--- config.mk ---
export PLATFORM = sky130hd
export DESIGN_NAME = st3_switch_traversal_flat
export DESIGN_NICKNAME = d
export VERILOG_FILES = /design/src/rtl/st3_switch_traversal_if.sv /design/src/rtl/st3_switch_traversal.sv /design/src/flat_wrapper.sv
export SDC_FILE = /design/constraint.sdc
export NUM_CORES = 1
export LEC_CHECK = 0
export ABC_AREA = 1
export BUFFER_PORTS_ARGS = -buffer_cell sky130_fd_sc_hd__buf_2
export CORE_AREA = 2 2 230 232
export CTS_CLUSTER_DIAMETER = 200
export DETAILED_ROUTE_END_ITERATION = 8
export DIE_AREA = 0 0 232 234
export PLACE_DENSITY = 0.57
export SLEW_MARGIN = 25
export SYNTH_ARGS = -nofsm -noshare
export SYNTH_HDL_FRONTEND = slang
export SYNTH_SLANG_ARGS = --single-unit
--- constraint.sdc ---
create_clock -name clk -period 3.33 [get_ports clk]
set_input_delay 0.333 -clock clk [delete_from_list [all_inputs] [get_ports clk]]
set_output_delay 0.333 -clock clk [all_outputs]
set_load 0.05 [all_outputs]
--- src/rtl/st3_switch_traversal_if.sv ---
// Channel-side and port-side signal bundle of the switch-traversal stage.
// master = upstream allocator/monitor side, slave = the traversal stage.
interface st3_switch_traversal_if #(
    parameter int FLIT_W = 64,
    parameter int CNT_W  = 16
);
    logic [FLIT_W-1:0] flit_in_0;
    logic [FLIT_W-1:0] flit_in_1;
    logic [FLIT_W-1:0] flit_in_2;
    logic [FLIT_W-1:0] flit_in_3;
    logic [3:0]        valid_in;
    logic [3:0]        apv_0;
    logic [3:0]        apv_1;
    logic [3:0]        apv_2;
    logic [3:0]        apv_3;
    logic [3:0]        ppv_0;
    logic [3:0]        ppv_1;
    logic [3:0]        ppv_2;
    logic [3:0]        ppv_3;
    logic              clear_stats;
    logic [FLIT_W-1:0] flit_out_0;
    logic [FLIT_W-1:0] flit_out_1;
    logic [FLIT_W-1:0] flit_out_2;
    logic [FLIT_W-1:0] flit_out_3;
    logic [3:0]        valid_out;
    logic [CNT_W-1:0]  deflect_cnt;
    logic [CNT_W-1:0]  drop_cnt;
    logic              alloc_err;
    logic [1:0]        err_ch;

    modport master (
        output flit_in_0, flit_in_1, flit_in_2, flit_in_3, valid_in,
        output apv_0, apv_1, apv_2, apv_3, ppv_0, ppv_1, ppv_2, ppv_3, clear_stats,
        input  flit_out_0, flit_out_1, flit_out_2, flit_out_3, valid_out,
        input  deflect_cnt, drop_cnt, alloc_err, err_ch
    );

    modport slave (
        input  flit_in_0, flit_in_1, flit_in_2, flit_in_3, valid_in,
        input  apv_0, apv_1, apv_2, apv_3, ppv_0, ppv_1, ppv_2, ppv_3, clear_stats,
        output flit_out_0, flit_out_1, flit_out_2, flit_out_3, valid_out,
        output deflect_cnt, drop_cnt, alloc_err, err_ch
    );
endinterface

--- src/rtl/st3_switch_traversal.sv ---
// BLESS router switch traversal: 4x4 crossbar driven by allocated port vectors,
// registered output links, allocation protocol checks and saturating statistics.
module st3_switch_traversal #(
    parameter int FLIT_W = 64,
    parameter int CNT_W  = 16
) (
    input  logic                    clk,
    input  logic                    reset_n,
    st3_switch_traversal_if.slave   sif
);
    logic [FLIT_W-1:0] flit_in [4];
    logic [3:0]        apv     [4];
    logic [3:0]        ppv     [4];

    assign flit_in[0] = sif.flit_in_0;
    assign flit_in[1] = sif.flit_in_1;
    assign flit_in[2] = sif.flit_in_2;
    assign flit_in[3] = sif.flit_in_3;
    assign apv[0] = sif.apv_0;
    assign apv[1] = sif.apv_1;
    assign apv[2] = sif.apv_2;
    assign apv[3] = sif.apv_3;
    assign ppv[0] = sif.ppv_0;
    assign ppv[1] = sif.ppv_1;
    assign ppv[2] = sif.ppv_2;
    assign ppv[3] = sif.ppv_3;

    logic [FLIT_W-1:0] flit_q [4];
    logic [FLIT_W-1:0] flit_d [4];
    logic [3:0]        valid_q, valid_d;
    logic [CNT_W-1:0]  deflect_cnt_q, deflect_cnt_d;
    logic [CNT_W-1:0]  drop_cnt_q, drop_cnt_d;
    logic              alloc_err_q, alloc_err_d;
    logic [1:0]        err_ch_q, err_ch_d;

    logic [3:0] win, drop, taken;
    logic [2:0] dfl_inc, drop_inc;
    logic [1:0] first_drop;

    function automatic logic [CNT_W-1:0] sat_add(input logic [CNT_W-1:0] a, input logic [2:0] b);
        logic [CNT_W:0] s;
        s = {1'b0, a} + {{(CNT_W-2){1'b0}}, b};
        return s[CNT_W] ? {CNT_W{1'b1}} : s[CNT_W-1:0];
    endfunction

    // Channels are granted in index order; a port already claimed by a
    // lower-index winner turns the later channel into a dropped loser.
    always_comb begin
        taken      = 4'b0;
        win        = 4'b0;
        drop       = 4'b0;
        dfl_inc    = 3'd0;
        drop_inc   = 3'd0;
        first_drop = 2'd0;
        for (int c = 0; c < 4; c++) begin
            if (sif.valid_in[c]) begin
                if ($onehot(apv[c]) && ((apv[c] & taken) == 4'b0)) begin
                    win[c] = 1'b1;
                    taken  = taken | apv[c];
                end else begin
                    drop[c] = 1'b1;
                end
            end
        end
        for (int c = 3; c >= 0; c--) begin
            if (win[c] && ((apv[c] & ppv[c]) == 4'b0)) dfl_inc = dfl_inc + 3'd1;
            if (drop[c]) begin
                drop_inc   = drop_inc + 3'd1;
                first_drop = 2'(c);
            end
        end
    end

    // Winners hold distinct ports, so at most one channel matches per port.
    always_comb begin
        valid_d = 4'b0;
        for (int p = 0; p < 4; p++) begin
            flit_d[p] = flit_q[p];
            for (int c = 0; c < 4; c++) begin
                if (win[c] && apv[c][p]) begin
                    valid_d[p] = 1'b1;
                    flit_d[p]  = flit_in[c];
                end
            end
        end
    end

    always_comb begin
        deflect_cnt_d = sat_add(deflect_cnt_q, dfl_inc);
        drop_cnt_d    = sat_add(drop_cnt_q, drop_inc);
        alloc_err_d   = alloc_err_q;
        err_ch_d      = err_ch_q;
        if (!alloc_err_q && (drop != 4'b0)) begin
            alloc_err_d = 1'b1;
            err_ch_d    = first_drop;
        end
        if (sif.clear_stats) begin
            deflect_cnt_d = '0;
            drop_cnt_d    = '0;
            alloc_err_d   = 1'b0;
            err_ch_d      = 2'd0;
        end
    end

    always_ff @(posedge clk or negedge reset_n) begin
        if (!reset_n) begin
            valid_q       <= 4'b0;
            deflect_cnt_q <= '0;
            drop_cnt_q    <= '0;
            alloc_err_q   <= 1'b0;
            err_ch_q      <= 2'd0;
            for (int p = 0; p < 4; p++) flit_q[p] <= '0;
        end else begin
            valid_q       <= valid_d;
            deflect_cnt_q <= deflect_cnt_d;
            drop_cnt_q    <= drop_cnt_d;
            alloc_err_q   <= alloc_err_d;
            err_ch_q      <= err_ch_d;
            for (int p = 0; p < 4; p++) flit_q[p] <= flit_d[p];
        end
    end

    assign sif.flit_out_0  = flit_q[0];
    assign sif.flit_out_1  = flit_q[1];
    assign sif.flit_out_2  = flit_q[2];
    assign sif.flit_out_3  = flit_q[3];
    assign sif.valid_out   = valid_q;
    assign sif.deflect_cnt = deflect_cnt_q;
    assign sif.drop_cnt    = drop_cnt_q;
    assign sif.alloc_err   = alloc_err_q;
    assign sif.err_ch      = err_ch_q;
endmodule

--- src/flat_wrapper.sv ---
// flat-port wrapper written by rule: the top's interface ports become plain ports
module st3_switch_traversal_flat 
#(
    parameter int FLIT_W = 64,
    parameter int CNT_W  = 16
)
  (clk, reset_n, sif_flit_in_0, sif_flit_in_1, sif_flit_in_2, sif_flit_in_3, sif_valid_in, sif_apv_0, sif_apv_1, sif_apv_2, sif_apv_3, sif_ppv_0, sif_ppv_1, sif_ppv_2, sif_ppv_3, sif_clear_stats, sif_flit_out_0, sif_flit_out_1, sif_flit_out_2, sif_flit_out_3, sif_valid_out, sif_deflect_cnt, sif_drop_cnt, sif_alloc_err, sif_err_ch);
  st3_switch_traversal_if #(.FLIT_W(FLIT_W), .CNT_W(CNT_W)) sif_i ();
  input  logic clk;
  input  logic reset_n;
  input wire logic [$bits(sif_i.flit_in_0)-1:0] sif_flit_in_0;
  input wire logic [$bits(sif_i.flit_in_1)-1:0] sif_flit_in_1;
  input wire logic [$bits(sif_i.flit_in_2)-1:0] sif_flit_in_2;
  input wire logic [$bits(sif_i.flit_in_3)-1:0] sif_flit_in_3;
  input wire logic [$bits(sif_i.valid_in)-1:0] sif_valid_in;
  input wire logic [$bits(sif_i.apv_0)-1:0] sif_apv_0;
  input wire logic [$bits(sif_i.apv_1)-1:0] sif_apv_1;
  input wire logic [$bits(sif_i.apv_2)-1:0] sif_apv_2;
  input wire logic [$bits(sif_i.apv_3)-1:0] sif_apv_3;
  input wire logic [$bits(sif_i.ppv_0)-1:0] sif_ppv_0;
  input wire logic [$bits(sif_i.ppv_1)-1:0] sif_ppv_1;
  input wire logic [$bits(sif_i.ppv_2)-1:0] sif_ppv_2;
  input wire logic [$bits(sif_i.ppv_3)-1:0] sif_ppv_3;
  input wire logic [$bits(sif_i.clear_stats)-1:0] sif_clear_stats;
  output wire logic [$bits(sif_i.flit_out_0)-1:0] sif_flit_out_0;
  output wire logic [$bits(sif_i.flit_out_1)-1:0] sif_flit_out_1;
  output wire logic [$bits(sif_i.flit_out_2)-1:0] sif_flit_out_2;
  output wire logic [$bits(sif_i.flit_out_3)-1:0] sif_flit_out_3;
  output wire logic [$bits(sif_i.valid_out)-1:0] sif_valid_out;
  output wire logic [$bits(sif_i.deflect_cnt)-1:0] sif_deflect_cnt;
  output wire logic [$bits(sif_i.drop_cnt)-1:0] sif_drop_cnt;
  output wire logic [$bits(sif_i.alloc_err)-1:0] sif_alloc_err;
  output wire logic [$bits(sif_i.err_ch)-1:0] sif_err_ch;
  assign sif_i.flit_in_0 = sif_flit_in_0;
  assign sif_i.flit_in_1 = sif_flit_in_1;
  assign sif_i.flit_in_2 = sif_flit_in_2;
  assign sif_i.flit_in_3 = sif_flit_in_3;
  assign sif_i.valid_in = sif_valid_in;
  assign sif_i.apv_0 = sif_apv_0;
  assign sif_i.apv_1 = sif_apv_1;
  assign sif_i.apv_2 = sif_apv_2;
  assign sif_i.apv_3 = sif_apv_3;
  assign sif_i.ppv_0 = sif_ppv_0;
  assign sif_i.ppv_1 = sif_ppv_1;
  assign sif_i.ppv_2 = sif_ppv_2;
  assign sif_i.ppv_3 = sif_ppv_3;
  assign sif_i.clear_stats = sif_clear_stats;
  assign sif_flit_out_0 = sif_i.flit_out_0;
  assign sif_flit_out_1 = sif_i.flit_out_1;
  assign sif_flit_out_2 = sif_i.flit_out_2;
  assign sif_flit_out_3 = sif_i.flit_out_3;
  assign sif_valid_out = sif_i.valid_out;
  assign sif_deflect_cnt = sif_i.deflect_cnt;
  assign sif_drop_cnt = sif_i.drop_cnt;
  assign sif_alloc_err = sif_i.alloc_err;
  assign sif_err_ch = sif_i.err_ch;
  st3_switch_traversal #(.FLIT_W(FLIT_W), .CNT_W(CNT_W)) u_core (.clk(clk), .reset_n(reset_n), .sif(sif_i));
endmodule
Word level (Yosys, flattened, before mapping)
Cells that the tools add are included.
- bits in latches: 0
- memories: 0
- logic and storage cells: 154
- ROM bits: 0
- bits in writable memories: 0
- register bits after elaboration: 295
- input port bits: 295
- output and inout port bits: 295
- equal/unequal tests: 4
- shift operators: 0
- magnitude comparators: 0
- reduce and logical (&&, ||, !) cells: 38
- divide/modulo/power cells: 0
- bitwise gates (word level): 9
- muxes and demuxes: 74
- $mul: 0
- add/subtract/negate cells: 20
- operators by type and width (cell ; count):
    $mux W64 ; 16
    $mux W16 ; 4
    $mux W1 ; 36
    $add A16 B3 Y17 ; 2
    $and A4 B4 Y4 ; 7
    $logic_not A4 Y1 ; 7
    $logic_and A1 B1 Y1 ; 24
    $mux W4 ; 6
    $reduce_bool A4 Y1 ; 5
    $mux W3 ; 6
    $add A1 B1 Y2 ; 8
    $add A3 B1 Y3 const B ; 4
    $add A3 B3 Y3 ; 4
    $eq A3 B1 Y1 const B ; 4
    $mux W2 ; 6
    $or A4 B4 Y4 ; 2
    $add A1 B1 Y2 const B ; 2
    $reduce_bool A2 Y1 ; 1
    $logic_not A1 Y1 ; 1

Logic depth before layout (Yosys ltp)
- depth in word-level cells: 31
- depth in mapped cells: 47
- gate-level depth less buffers: 47

Worst setup path before layout
No wires, ideal clock.
- path type: input -> register
- from: in sif_apv_0[0]
- to: reg u_core.drop_cnt_q[13], in the netlist u_core.sif.drop_cnt[13]
- arrival: 6.188 ns
- path buffers: 1
- slack: -2.922 ns
- data required time: 3.265 ns
- library setup time: 0.065 ns
- stages: 43
- path through: ha_1 > ha_1 > fa_1 > nor2_2 > nand2_1 > inv_2 > nand3_2 > nor2_2 > nor2_2 > nand4_1 > nand2_1 > nand2_1 > nand2_1 > nor2_4 > nand4_1 > nand2_1 > nand2_1 > nand2_1 > [7 not listed] > ha_1 > o21ai_0 > fa_1 > or2_2 > a21oi_1 > nand3_1 > nor2_1 > inv_1 > nor2_1 > inv_1 > nor3_1 > inv_1 > nor2_1 > inv_1 > buf_2 > o21ai_0 > o21ai_0 > inv_1
- word-level cells in the longest chain between the ends: 30
- elaborated cells on any way between the ends: 38
- classes of those cells: 6 x add/sub; 1 x eq/ne; 20 x mux; 5 x bitwise; 6 x reduce/logical
- RTL lines (item ; RTL line ; RTL):
    start, declared ; flat_wrapper.sv:16 ; input wire logic [$bits(sif_i.apv_0)-1:0] sif_apv_0;
    $add A1 B1 Y2 (not written as such) ; st3_switch_traversal.sv:57 ; if ($onehot(apv[c]) && ((apv[c] & taken) == 4'b0)) begin
    $add A3 B3 Y3 (not written as such) ; st3_switch_traversal.sv:57 ;
    $eq A3 B1 Y1 ; st3_switch_traversal.sv:57 ;
    $mux W4 ; st3_switch_traversal.sv:57 ;
    $mux W4 ; st3_switch_traversal.sv:56 ; if (sif.valid_in[c]) begin
    $and A4 B4 Y4 ; st3_switch_traversal.sv:57 ;
    $logic_not A4 Y1 ; st3_switch_traversal.sv:57 ;
    $logic_and A1 B1 Y1 ; st3_switch_traversal.sv:57 ;
    [15 not listed] ; - ;
    $add A3 B1 Y3 ; st3_switch_traversal.sv:68 ; drop_inc = drop_inc + 3'd1;
    $mux W3 ; st3_switch_traversal.sv:67 ; if (drop[c]) begin
    $add A3 B1 Y3 ; st3_switch_traversal.sv:68 ;
    $mux W3 (*) ; st3_switch_traversal.sv:67 ;
    $add A16 B3 Y17 (*) ; st3_switch_traversal.sv:42 ; s = {1'b0, a} + {{(CNT_W-2){1'b0}}, b};
    $mux W16 (*) ; st3_switch_traversal.sv:43 ; return s[CNT_W] ? {CNT_W{1'b1}} : s[CNT_W-1:0];
    $mux W16 (*) ; st3_switch_traversal.sv:97 ; if (sif.clear_stats) begin
    via u_core.drop_cnt_d[13] ; st3_switch_traversal.sv:32 ; logic [CNT_W-1:0] drop_cnt_q, drop_cnt_d;
    end signal, assigned ; st3_switch_traversal.sv:116 ; drop_cnt_q <= drop_cnt_d;
    end, declared ; st3_switch_traversal.sv:32 ;
The timed path passes the listed nets; every way through them passes the cells marked *.
A chain may end at the register's enable or synchronous reset.

Final worst setup path
- from: in sif_apv_0[1]
- to: reg u_core.deflect_cnt_q[14], in the netlist u_core.sif.deflect_cnt[14]
- word-level cells in the longest chain between the ends: 31
- elaborated cells on any way between the ends: 44
- classes of those cells: 6 x add/sub; 1 x eq/ne; 20 x mux; 6 x bitwise; 11 x reduce/logical
- RTL lines (item ; RTL line ; RTL):
    $add A1 B1 Y2 (not written as such) ; st3_switch_traversal.sv:57 ;
    $add A3 B3 Y3 (not written as such) ; st3_switch_traversal.sv:57 ;
    $eq A3 B1 Y1 ; st3_switch_traversal.sv:57 ;
    $mux W4 ; st3_switch_traversal.sv:57 ;
    $mux W4 ; st3_switch_traversal.sv:56 ;
    $and A4 B4 Y4 ; st3_switch_traversal.sv:57 ;
    $logic_not A4 Y1 ; st3_switch_traversal.sv:57 ;
    $logic_and A1 B1 Y1 ; st3_switch_traversal.sv:57 ;
    [16 not listed] ; - ;
    $add A3 B1 Y3 ; st3_switch_traversal.sv:66 ; if (win[c] && ((apv[c] & ppv[c]) == 4'b0)) dfl_inc = dfl_inc + 3'd1;
    $mux W3 ; st3_switch_traversal.sv:66 ;
    $add A3 B1 Y3 ; st3_switch_traversal.sv:66 ;
    $mux W3 (*) ; st3_switch_traversal.sv:66 ;
    $add A16 B3 Y17 (*) ; st3_switch_traversal.sv:42 ;
    $mux W16 (*) ; st3_switch_traversal.sv:43 ;
    $mux W16 (*) ; st3_switch_traversal.sv:97 ;
    via u_core.deflect_cnt_d[14] ; st3_switch_traversal.sv:31 ; logic [CNT_W-1:0] deflect_cnt_q, deflect_cnt_d;
    end signal, assigned ; st3_switch_traversal.sv:115 ; deflect_cnt_q <= deflect_cnt_d;
    end, declared ; st3_switch_traversal.sv:31 ;
Marked as above.

==> metrics <==
worst skew pair latency 550 ps; Yosys top cell area share 41.73%; largest net degree at the start of global routing 101; DP Worst Slack -2735 ps; CP most frequent cell nand2_1; Synth Area per Inst 8.009 µm²; FF-to-FF path depth 18; Placer Congestion 0.9104; total CTS buffers 38; Wirelength per Cell 24.18 µm; slew margin rel. 23.17%; Buffers on Ports 589; crit path max fanout 5; vias 20420; most frequent cells in the layout 812 x nand2_1, 580 x buf_2, 295 x dfrtp_1; Core Region 0.05202 mm²; GR Layer Usage met3 7.709%; global router's overall resource usage 30.33%; Iter 0 DRT Violations 1668; fmax 179.8 MHz; pin slew with the least headroom to its limit 1152 ps; CTS tree yes; critical path class primary input to flip-flop; met1 GRT Util 38.48%; Worst EP arrival 6000 ps; RSZ-0062 raised after global routing yes; Syn Inst Count 2209; Max Slew Vio Count 0; met2 global-route usage 48.67%; post-route ant nets 0; fraction of layout cells with a size suffix above 1 33.08%; antenna violations before repair 18; clock sink total 295; DRT Pass-1 Iters 5; startpoint types primary input; Clk pin slew, worst setup/hold paths 60 ps; Main synth FF type dfrtp_1; routed vias/inst 5.606; worst path required time 3770 ps; Post-Syn Nets 2534; Worst VDD drop 0.6725 mV; Clock Skew 6.078 ps; Die Ht 234 µm; post-synthesis sequential area ratio 41.73%; worst setup margin -2232 ps; I/O Pins 590; number of flops mapped to enable cells by yosys 0; outcome finished, violations left; pwr dens 889.6 mW/mm²; final WL 88.10 mm; Post-synth ARST share 100.0%; violated checks negative setup slack; gr ovfl total 0; Static Leak 12.39 nW; Finish-stage setup viols 267; Detailed Place HPWL 56.82 mm; row count 84; synth unique cells 34; total power 0.02208 W; grt peak-use layer met2; Final Hold Violating Endpoints 0; number of global-route vias before repair 19710; Max H-tree Level 2; dominant cells by area after synthesis dfrtp_1 42%, nand2_1 18%, o221ai_1 13%; Tmin final 5562 ps; max incr delay on CP 480 ps; synthesized flop and latch total 295; Syn. warnings 0; Area Growth Syn to Fin 40.30%; DRC 0; Finished Cell Area 0.02482 mm²; area of the die 0.05429 mm²; Initial Util 34.01%; clk root buf clkbuf_16; Synth area leader dfrtp_1; fin nets 3243; Worst Hold Class primary input to flip-flop; CP max stage cell fa_1; CTS max path bufs 3; most common cell after layout, fill and taps aside nand2_1; Mapped Area 0.01769 mm²; hold path depth 3; Final period util 167.0%; Setup crit end kind flip-flop; first-pass GRT wire length 124.2 mm; Area after DPL 0.02248 mm²; Max-Cap Viols 0; die width 232 µm
-- worst paths after layout --
check                                                      startpoint                                    end  slack (ps)
max in group asynchronous                                     reset_n      u_core.sif.valid_out[3]$_DFF_PN0_        1790
min in group asynchronous                                     reset_n    u_core.sif.deflect_cnt[8]$_DFF_PN0_         460
worst max-delay path                                     sif_apv_0[1]   u_core.sif.deflect_cnt[14]$_DFF_PN0_       -2230
worst max register to register       u_core.sif.drop_cnt[0]$_DFF_PN0_      u_core.sif.drop_cnt[11]$_DFF_PN0_         750
worst min-delay path                                 sif_flit_in_3[1]   u_core.sif.flit_out_2[1]$_DFFE_PN0P_          50
worst min register to register  u_core.sif.flit_out_1[50]$_DFFE_PN0P_  u_core.sif.flit_out_1[50]$_DFFE_PN0P_         490
-- cell families (layout without fill, tap and decap cells) --
group,Yosys count,count (layout),share of synthesized area [%]
AO/OA/AOI/OAI,315,315,14.59
XOR/XNOR,16,16,0.7921
adder cells (fa/ha/maj),30,30,2.376
buffers and inverters,364,1095,8.975
other,0,14,0
flip-flops,295,295,41.73
AND/OR/NAND/NOR,1189,1190,31.54
-- timing repair --
item                                    in CTS  in global routing
endpoints found under the setup margin      97                292
setup buffers                               41                 29
endpoints found under the hold margin       93                  0
hold buffers                                 1                  0
gates resized for setup                     38                104
pin swaps                                   50                 48
cloned                                       0                  8
-- critical path: cells and delay by family --
kind                     cells  cell delay [ps]
AND/OR/NAND/NOR             24             2540
adder cells (fa/ha/maj)      6             1770
AO/OA/AOI/OAI                5              700
buffers and inverters       11              630
-- metal layers --
layer / vias to the layer above / routed length [µm]
li1: 8971 / -
met4: 10 / 4209
met3: 284 / 9049
met1: 9887 / 34500
met5: - / 64
met2: 1270 / 40280
-- state kept, by name, summed over array words and instances, names as in the netlist --
register                count
u_core.sif.deflect_cnt     16
u_core.sif.drop_cnt        16
u_core.sif.flit_out_3      64
u_core.sif.err_ch           2
u_core.sif.flit_out_2      64
u_core.sif.alloc_err        1
u_core.sif.flit_out_1      64
u_core.sif.flit_out_0      64
u_core.sif.valid_out        4
-- cell usage after synthesis (10+ instances only) --
master    instances
nand2_1         837
dfrtp_1         295
nand3b_1        256
o221ai_1        256
inv_1           218
clkbuf_1         80
nor2_1           33
buf_2            25
buf_6            24
ha_1             24
a21oi_1          23
o21ai_0          21
nand4_1          14
nor3_1           14
xor2_1           14
nand3_1          13
inv_2            10
-- area by class of cell --
cell class | instances | area, µm²
Sequential cell | 295 | 7382
Inverter | 232 | 900.9
Multi-Input combinational cell | 1551 | 9168
Clock inverter | 11 | 92.59
Tap cell | 688 | 860.8
Timing Repair Buffer | 800 | 5289
Fill cell | 5040 | 27200
Clock buffer | 52 | 1095
Antenna cell | 14 | 35.03
-- metrics by stage --
stage	hold WS [ps]	std cells	utilization, %	TNS, ps
after floorplan	37.41	2209	-	-68970
after global placement	473.0	3503	43.21	-214670
after detailed placement	464.2	3503	43.21	-225660
after CTS	17.97	3607	46.35	-182230
after global routing	40.13	3638	47.69	-225060
final	45.40	3643	47.71	-171440
-- where the power goes --
part / switching [W] / internal (W)
clock: 0.00171 / 0.00237
sequential: 0.000994 / 0.00511
combinational: 0.00897 / 0.00292
(Power assumes the default switching activity.)
